--- config.mk ---
export PLATFORM = sky130hd
export DESIGN_NAME = serial_adder
export DESIGN_NICKNAME = d
export VERILOG_FILES = /design/src/rtl/serial_adder_pkg.sv /design/src/rtl/serial_adder_full_adder.sv /design/src/rtl/serial_adder.sv
export SDC_FILE = /design/constraint.sdc
export NUM_CORES = 1
export LEC_CHECK = 0
export BUFFER_PORTS_ARGS = -buffer_cell sky130_fd_sc_hd__buf_4
export CAP_MARGIN = 20
export CORE_MARGIN = 5
export CORE_UTILIZATION = 27
export DETAILED_ROUTE_END_ITERATION = 10
export PLACE_DENSITY = 0.53
export SLEW_MARGIN = 20
export SYNTH_ARGS = -nofsm -noshare
export SYNTH_HDL_FRONTEND = slang
export SYNTH_SLANG_ARGS = --single-unit
--- constraint.sdc ---
create_clock -name clk -period 1.5 [get_ports clk]
set_input_delay 0.15 -clock clk [delete_from_list [all_inputs] [get_ports clk]]
set_output_delay 0.15 -clock clk [all_outputs]
set_load 0.03 [all_outputs]
--- src/rtl/serial_adder_pkg.sv ---
// Shared definitions for the serial adder and later multi-cycle arithmetic blocks:
// the controller state encoding and the digit-counter width helper.
package serial_adder_pkg;

    typedef enum logic [1:0] {
        ST_IDLE = 2'd0,
        ST_RUN  = 2'd1,
        ST_DONE = 2'd2
    } state_t;

    // Counter must still be one bit wide when the whole operand is one digit.
    function automatic int cnt_width(input int n);
        return (n > 1) ? $clog2(n) : 1;
    endfunction

endpackage

--- src/rtl/serial_adder_full_adder.sv ---
// One-bit full adder; the serial adder chains DIGIT of these per clock.
module full_adder (
    input  logic a,
    input  logic b,
    input  logic cin,
    output logic s,
    output logic c
);
    assign s = a ^ b ^ cin;
    assign c = (a & b) | (cin & (a ^ b));
endmodule

--- src/rtl/serial_adder.sv ---
// Multi-cycle adder/subtractor: DIGIT bits per clock through a ripple of full adders
// and a carry register. start/done handshake; s, cout and ovf hold between completions.
module serial_adder
    import serial_adder_pkg::*;
#(
    parameter int WIDTH = 8,
    parameter int DIGIT = 1
) (
    input  logic             clk,
    input  logic             rst,
    input  logic             start,
    input  logic             sub,
    input  logic [WIDTH-1:0] a,
    input  logic [WIDTH-1:0] b,
    input  logic             cin,
    output logic             busy,
    output logic             done,
    output logic [WIDTH-1:0] s,
    output logic             cout,
    output logic             ovf,
    output logic [1:0]       dbg_state
);
    localparam int N  = WIDTH / DIGIT;
    localparam int CW = cnt_width(N);
    localparam logic [CW-1:0] LAST_CNT = CW'(N - 1);

    if (WIDTH < 2 || DIGIT < 1 || (WIDTH % DIGIT) != 0) begin : g_param_check
        $fatal(1, "serial_adder: WIDTH must be >= 2 and a multiple of DIGIT");
    end

    state_t           state_q, state_d;
    logic [WIDTH-1:0] a_q, a_d, b_q, b_d, acc_q, acc_d, s_q, s_d;
    logic [CW-1:0]    cnt_q, cnt_d;
    logic             carry_q, carry_d, cout_q, cout_d, ovf_q, ovf_d;
    logic             busy_q, busy_d, done_q, done_d;
    logic [DIGIT:0]   chain;
    logic [DIGIT-1:0] sum_dig;
    logic [WIDTH-1:0] sum_ext;

    // chain[DIGIT-1] is the carry into the MSB position of the digit; overflow needs it.
    assign chain[0] = carry_q;
    for (genvar i = 0; i < DIGIT; i++) begin : g_fa
        full_adder u_fa (
            .a  (a_q[i]),
            .b  (b_q[i]),
            .cin(chain[i]),
            .s  (sum_dig[i]),
            .c  (chain[i+1])
        );
    end

    always_comb begin
        state_d = state_q;
        a_d     = a_q;
        b_d     = b_q;
        acc_d   = acc_q;
        s_d     = s_q;
        cnt_d   = cnt_q;
        carry_d = carry_q;
        cout_d  = cout_q;
        ovf_d   = ovf_q;
        sum_ext = '0;
        sum_ext[DIGIT-1:0] = sum_dig;
        case (state_q)
            ST_RUN: begin
                // Sum digits enter at the top so the last digit leaves the result aligned.
                acc_d   = (acc_q >> DIGIT) | (sum_ext << (WIDTH - DIGIT));
                a_d     = a_q >> DIGIT;
                b_d     = b_q >> DIGIT;
                carry_d = chain[DIGIT];
                cnt_d   = cnt_q + CW'(1);
                if (cnt_q == LAST_CNT) begin
                    state_d = ST_DONE;
                    s_d     = acc_d;
                    cout_d  = chain[DIGIT];
                    ovf_d   = chain[DIGIT] ^ chain[DIGIT-1];
                end
            end
            default: begin
                // IDLE and DONE both accept a new request.
                state_d = ST_IDLE;
                if (start) begin
                    state_d = ST_RUN;
                    a_d     = a;
                    b_d     = b ^ {WIDTH{sub}};
                    carry_d = sub ? 1'b1 : cin;
                    cnt_d   = '0;
                    acc_d   = '0;
                end
            end
        endcase
        busy_d = (state_d == ST_RUN);
        done_d = (state_d == ST_DONE);
    end

    always_ff @(posedge clk) begin
        if (rst) begin
            state_q <= ST_IDLE;
            a_q     <= '0;
            b_q     <= '0;
            acc_q   <= '0;
            s_q     <= '0;
            cnt_q   <= '0;
            carry_q <= 1'b0;
            cout_q  <= 1'b0;
            ovf_q   <= 1'b0;
            busy_q  <= 1'b0;
            done_q  <= 1'b0;
        end else begin
            state_q <= state_d;
            a_q     <= a_d;
            b_q     <= b_d;
            acc_q   <= acc_d;
            s_q     <= s_d;
            cnt_q   <= cnt_d;
            carry_q <= carry_d;
            cout_q  <= cout_d;
            ovf_q   <= ovf_d;
            busy_q  <= busy_d;
            done_q  <= done_d;
        end
    end

    assign busy      = busy_q;
    assign done      = done_q;
    assign s         = s_q;
    assign cout      = cout_q;
    assign ovf       = ovf_q;
    assign dbg_state = state_q;

endmodule
* Word-level counts from Yosys, hierarchy flattened
Index checks and enable logic that the tools add are counted.
Cells by class: equality and inequality tests 4, mux-type cells 14, reduce and logical (&&, ||, !) cells 3, bitwise operators 8, $add $sub $neg 1
Operators by type and width (number):
- 2-to-1 mux 7 bit | 4
- 2-to-1 mux 8 bit | 2
- bitwise OR 7 x 8 -> 8 bit | 1
- bitwise XOR 8 bit | 1
- 2-to-1 mux 3 bit | 2
- equality test 2 x 1 -> 1 bit, second input constant | 2
- 2-to-1 mux 1 bit | 4
- 2-to-1 mux 2 bit | 2
- adder 3 x 1 -> 3 bit, second input constant | 1
- equality test 3 bit, second input constant | 1
- bitwise XOR 1 bit | 3
- bitwise AND 1 bit | 2
- equality test 2 bit, second input constant | 1
- AND reduction 2 bit | 1
- nonzero test 2 bit | 1
- OR reduction 2 bit | 1
- bitwise OR 1 bit | 1
Word-level totals: output and inout port bits 14, bits in registers 42, input bits 21, word-level logic and storage cells 43

* Logic depth before layout (Yosys ltp)
Gate-level depths: netlist of run 1.
depth in word-level cells 4, gate-level depth with buffers 6, mapped depth without buffers 5

* Hierarchy
From an unflattened synthesis of run 1, not the netlist that was laid out.
Unflattened totals: cells, all modules 195, area total of the unflattened synthesis 1811.7 sq um
By module, submodules not included:
- serial_adder | area an instance 1791.7 sq um, instances 1, sequential area each 820.8 sq um, cells an instance 194
- full_adder | area an instance 20.0 sq um, instances 1, sequential area each 0.0 sq um, cells an instance 1

* Worst setup path before layout of run 1
OpenSTA, ideal clock, no wires.
path kind register -> register, from reg state_q[1] (netlist: dbg_state[1]), to reg busy_q (netlist: busy), period minus slack after synthesis 1.267 ns, library setup time 0.119 ns, arrival 1.147 ns, setup slack 0.233 ns, data required time 1.381 ns, buffers on the path 2, cell stages (with the launch flop) 6, path through dfxtp_1 > and2b_1 > buf_6 > buf_6 > o21ai_2 > nor2_1
On the way: longest elaborated chain between the ends 3, elaborated cells on any way between the ends 4, classes of those cells eq/ne (2); mux (2)
RTL lines:
- from (decl) | RTL line serial_adder.sv:31 | state_t state_q, state_d;
- from (signal assigned) | RTL line serial_adder.sv:110 | state_q <= state_d;
- equality test 2 x 1 -> 1 bit / 2-to-1 mux 2 bit (equally long branches) | RTL line serial_adder.sv:64, serial_adder.sv:72
- 2-to-1 mux 2 bit (*) | RTL line serial_adder.sv:64 | case (state_q)
- equality test 2 x 1 -> 1 bit (*) | RTL line serial_adder.sv:92 | busy_d = (state_d == ST_RUN);
- to (signal assigned) | RTL line serial_adder.sv:119 | busy_q <= busy_d;
- to (decl) | RTL line serial_adder.sv:35 | logic busy_q, busy_d, done_q, done_d;
Every way passes the cells marked *; elsewhere a longest branch is shown, timed or not. A chain may end at the register's enable or synchronous reset.

* Worst setup path after layout of run 1
from reg cnt_q[0], to reg ovf_q (netlist: ovf)
On the way: longest elaborated chain between the ends 2
RTL lines:
- from (decl) | RTL line serial_adder.sv:33 | logic [CW-1:0] cnt_q, cnt_d;
- from (signal assigned) | RTL line serial_adder.sv:115 | cnt_q <= cnt_d;
- equality test 3 bit | RTL line serial_adder.sv:72 | if (cnt_q == LAST_CNT) begin
- AND reduction 2 bit (no source line)
- to (signal assigned) | RTL line serial_adder.sv:118 | ovf_q <= ovf_d;
- to (decl) | RTL line serial_adder.sv:34 | logic carry_q, carry_d, cout_q, cout_d, ovf_q, ovf_d;
Every way passes these cells.

==> results of run 1 <==
## path summary, 6_finish.rpt
path,from,endpoint,slack [ps],depth (start not counted)
worst max-delay path,cnt_q[0],ovf,180,5
worst min-delay path,a[7],a_q[7],120,3
worst max register to register,cnt_q[0],ovf,180,5
worst min register to register,s[1],s[1],460,2
## where the power goes
part | switching [uW] | internal, uW
clock network | 394 | 541
registers | 26.7 | 1130
logic | 146 | 139
total | 566 | 1810
## metal layers
metal / vias to the layer above / track usage, %
li1: 708 / -
met1: 669 / 11.79
met2: 33 / 14.36
met3: 6 / 3.846
met4: 0 / 4.084
met5: - / 0
## metrics by stage
stage	total power (uW)	hold slack, ps
global placement	1475	427.9
CTS	2415	109.1
finish	2380	116.6
floorplan	1399	225.3
detailed placement	1476	428.7
global route	2488	138.1
## layout make-up
class	instances	area, um^2	area share [%]
sequential	41	820.8	37.19
clock buffer	6	82.58	3.741
multi-input combinational	137	867.1	39.29
tap	77	96.34	4.365
timing repair buffer	37	302.8	13.72
clock inverter	2	37.54	1.701
## logic make-up (layout without fill, tap and decap cells)
family	count (synthesis)	count (layout)	synth area share, %
simple gates	72	72	18.44
flops	41	41	45.30
xor+xnor	9	9	4.351
buf+inv	17	45	6.906
mux	8	8	4.420
fa+ha+maj	3	3	2.486
compound gates	45	45	18.09
## critical path, delay by kind of cell (launching register included)
family / cells / cell delay, ps
AO/OA/AOI/OAI: 1 / 190
adder cells (fa/ha/maj): 2 / 300
flip-flops: 1 / 350
AND/OR/NAND/NOR: 2 / 390
## placed cells by master (no fill, tap or decap)
master / netlist / routed
a2111oi_4: 1 / 1
a211o_1: 7 / 7
a211oi_1: 8 / 8
a21oi_1: 20 / 20
a21oi_2: 7 / 7
and2b_1: 1 / 1
and3b_2: 0 / 1
buf_12: 0 / 2
buf_4: 4 / 35
bufinv_16: 0 / 1
clkbuf_8: 0 / 6
clkinvlp_4: 0 / 1
dfxtp_1: 41 / 41
fa_1: 1 / 1
ha_1: 2 / 2
mux2i_1: 8 / 8
nand2_1: 35 / 35
nand2b_1: 3 / 3
nand3b_1: 11 / 11
nor2_1: 20 / 20
nor3_2: 1 / 1
o21ai_2: 1 / 1
o221ai_1: 1 / 1
xnor2_1: 9 / 9
## registers in the layout (all words and copies together), names as in the netlist, 2 cells and up
register and count:
b_q 8, acc_q 7, a_q 8, dbg_state 2, cnt_q 3, s 8
## what timing repair did
action	in CTS	in global routing
gates resized for setup	0	1
endpoints found under the setup margin	0	10
hold buffers	0	0
==> impl_metrics.ini, run 1 <==
[place]
dpl_cell_area_um2 = 2086
io_buffers = 34
place_ws_ps = 72.26
dp_hpwl_um = 2399
dp_cells = 292
routabilityCongestion = 0.6933

[global_routing]
antenna_found_initial = 0
grt_remaining_overflow = 0
grt_max_degree = 42
grt_util_all_layers_pct = 9.441
grt_pass1_wl_um = 6423
grt_pass1_vias = 1424

[cts]
cts_root_buf = clkbuf_8
cts_setup_buffers = 0
htreeDepth = 2
tritoncts = yes
cts_max_path_buffers = 2
clock-sinks = 41
cts_buffers = 5
clk_latency_ps = 300
path_clk_slew_ps = 80

[critical_path]
worst_setup_path_end_kind = flip-flop
cp.required_ps = 1720
crit_path_top_delay_cell = dfxtp_1
worstPathArrival_ps = 1540
worstSetupPathType = flip-flop to flip-flop
cp_cell_sequence = ha_1 -> ha_1 -> and3b_2 -> nor2_1 -> a211oi_1
crit_fanout = 11
cpPeakStageDelay_ps = 350
crit_path_start_kind = flip-flop
worst_path_most_repeated_cell = ha_1

[routing]
met2_wirelength_um = 1698
vias_per_cell = 4.720
remaining_drc_errors = 0
wl_um = 3786
antenna_left = 0
wl_met1_um = 1794
drtIter0Drc = 38
route.met3.wl_um = 243
vias = 1416
post_drt_wl_per_cell_um = 12.62
first_pass_iters = 4
routed.top_layer = met4

[layout]
layout-drive-gt1-share_pct = 25.11
finalNonFillerCells = 300
fillers = 669
final_core_util_pct = 34.37
final_area_um2 = 2207
fin_nets = 246
syn2layout_area_growth_pct = 21.82
diodes = 0

[sta]
fmax_mhz = 758.7
fin_crit_sh_pct = 87.87
hold_viol_final = 0
final-max-slew-violation-count = 0
grt_setup_unrepaired = false
tns_ps = 0
min_period_ps = 1318
fin_skew_ps = 5.003
setup_viol = 0
setup_slack_ps = 182.0
relSlewSlack_pct = 66.40
worstMarginPinSlew_ps = 504.0

[floorplanning]
die_x_um = 91.92
dieArea_um2 = 8448
io_pins = 35
start_util_pct = 28.21
die_h_um = 91.92
core-area_um2 = 6422
rows = 29

[worst_hold_path]
hold_class = primary input to flip-flop

[yosys]
ys_warn_count = 0
synth_flop_cell = dfxtp_1
syn-instance-count = 195
synthArstFlopShare_pct = 0
yosys.area.top_type = dfxtp_1
synth.net_count = 219
synth-seq-cells = 41
ys_top_cells_by_count = dfxtp_1, nand2_1, a21oi_1, nor2_1, nand3b_1
synthesis.area_um2 = 1812
yosys-top-cells-area = dfxtp_1, nand2_1, a21oi_1, nand3b_1, mux2i_1
synth_cell_types = 24
yosysTopAreaCellShare_pct = 45.30
avgSynthCellArea_um2 = 9.291
yosysSeqAreaShare_pct = 45.30
synth.most_common_cell = dfxtp_1
synth_edf_count = 0

[run]
max_cap_viol_count = 0

[power]
leakage_uw = 0.0008522
irDropWorstVdd_mv = 0.3430
powerDensity_nw_per_um2 = 1078

[outcome]
status = finished clean
(Power assumes the default switching activity.)
==> inputs of run 2 (changes only) <==
Settings changed: CORE_UTILIZATION 27 to 54, HOLD_SLACK_MARGIN set to 0.02, PLACE_DENSITY 0.53 to 0.86.
==> run 2 against run 1 <==
Against the previous run: sequential share of layout area up 2.1 points; register-to-register slack got worse by 20 ps; sequential power about the same; die area shrank 45%; first-iteration DRC count is 130% higher; sequential cell count is the same; global-route usage increased by 6.3 points; critical path type unchanged; routed wire length shrank 13%; via count decreased by 0.28%; largest cell class unchanged; clock power shrank 39%; highest routed layer unchanged.
==> impl_metrics.ini, run 2 (synthesis results as in run 1) <==
[outcome]
status = finished clean

[global_routing]
antenna_found_initial = 0
grt_remaining_overflow = 0
grt_max_degree = 42
grt_util_all_layers_pct = 15.70
grt_pass1_wl_um = 5554
grt_pass1_vias = 1303

[sta]
final-max-slew-violation-count = 0
relSlewSlack_pct = 68.57
tns_ps = 0
worstMarginPinSlew_ps = 471.5
hold_viol_final = 0
fmax_mhz = 746.1
grt_setup_unrepaired = false
min_period_ps = 1340
setup_slack_ps = 159.6
fin_skew_ps = 7.787
hold-worst-slack_ps = 65.67
fin_crit_sh_pct = 89.36
setup_viol = 0

[routing]
antenna_left = 0
drtIter0Drc = 88
first_pass_iters = 4
remaining_drc_errors = 0
wl_um = 3302
post_drt_wl_per_cell_um = 12.28
vias_per_cell = 5.249
vias = 1412

[worst_hold_path]
hold_class = primary input to flip-flop

[critical_path]
worst_setup_path_end_kind = flip-flop
worstPathArrival_ps = 1620
crit_family = simple AND/OR/NAND/NOR gates
cp.required_ps = 1780
worst-path-buf-inv = 0
crit_path_top_delay_cell = dfxtp_1
worst_path_most_repeated_cell = ha_1
cpPeakStageDelay_ps = 370
crit_path_start_kind = flip-flop
worstSetupPathType = flip-flop to flip-flop
crit_fanout = 11
cp_cell_sequence = ha_1 -> ha_1 -> and3b_2 -> nor2_1 -> a211oi_1

[layout]
multi_input_area_um2 = 867.1
final_common_cell = dfxtp_1
finalNonFillerCells = 269
syn2layout_area_growth_pct = 15.33
layout_common_cells = dfxtp_1, buf_4, nand2_1, nor2_1, a21oi_1
regArea_um2 = 820.8
fin_nets = 247
fillers = 269
diodes = 0
layout-drive-gt1-share_pct = 25.11

[floorplanning]
rows = 21
die_h_um = 67.92
die_x_um = 67.92
dieArea_um2 = 4613
io_pins = 35
core-area_um2 = 3284
start_util_pct = 55.16

[power]
finalPower_uw = 2002
powerDensity_nw_per_um2 = 958.2
irDropWorstVdd_mv = 0.5649
p_switching_uw = 515.6
pwr-share-seq_pct = 58.0
pwr-share-clk_pct = 28.3
leakage_uw = 0.0008205
p_sw_share_pct = 25.75
p_comb_share_pct = 13.7
cell_internal_pwr_uw = 1486

[cts]
cts_root_buf = clkbuf_4
clock-sinks = 41
clk_latency_ps = 350
cts_buffers = 5
cts_max_path_buffers = 2
tritoncts = yes
path_clk_slew_ps = 120
cts_hold_buf = 0
htreeDepth = 2

[place]
io_buffers = 34
dp_cells = 262
dp_hpwl_um = 2180
place_ws_ps = 58.48
routabilityCongestion = 0.7303

[run]
max_cap_viol_count = 0
-- run 2: cell types whose count changed in the layout (fill, tap and decap cells not counted) --
| cell | before | now |
|---|---|---|
| clkbuf_8 | 6 | 1 |
| buf_4 | 35 | 38 |
| buf_12 | 2 | 0 |
| clkbuf_4 | 0 | 5 |
| bufinv_16 | 1 | 0 |
-- run 2: power by group through the flow --
stage	Clock (uW)	Combinational [uW]	Sequential, uW
after floorplan	0	211	1190
after global placement	0	271	1180
after detailed placement	0	276	1190
after CTS	578	278	1160
after global routing	621	305	1170
final	566	274	1160
-- run 2: path summary, 6_finish.rpt --
| kind | startpoint | to | slack, ps | cells past startpoint |
|---|---|---|---|---|
| hold / removal | a[7] | a_q[7] | 70 | 3 |
| setup / recovery | cnt_q[0] | ovf | 160 | 5 |
| setup reg to reg | cnt_q[0] | ovf | 160 | 5 |
| hold reg to reg | s[1] | s[1] | 460 | 2 |
-- run 2: layout make-up --
type	instances	share of cell area [%]
timing repair buffer	38	13.65
tap	46	2.754
multi-input combinational	137	41.50
sequential	41	39.28
clock buffer	6	2.455
clock inverter	1	0.3593
-- run 2: metrics by stage --
step                      area, um^2  utilization, %
after CTS                       2088           63.58
after floorplan                 1812               -
after global routing            2090           63.62
final                           2090           63.62
after global placement          2029           61.79
after detailed placement        2029           61.79
-- run 2: per-layer routing --
metal | GRT usage, % | vias to the layer above | wire length [um]
li1 | - | 716 | -
met1 | 20.16 | 663 | 1541
met2 | 24.79 | 26 | 1542
met3 | 4.105 | 7 | 160
met4 | 6.700 | 0 | 58
met5 | 0 | - | 0
-- run 2: what timing repair did --
item,in CTS,in global routing
setup buffers,0,0
setup endpoints to repair,0,4
gates resized for setup,0,1
-- run 2: worst min-delay path, stage by stage --
cell     delay [ps]
buf_4            80
mux2i_1          60
nor3_2           90
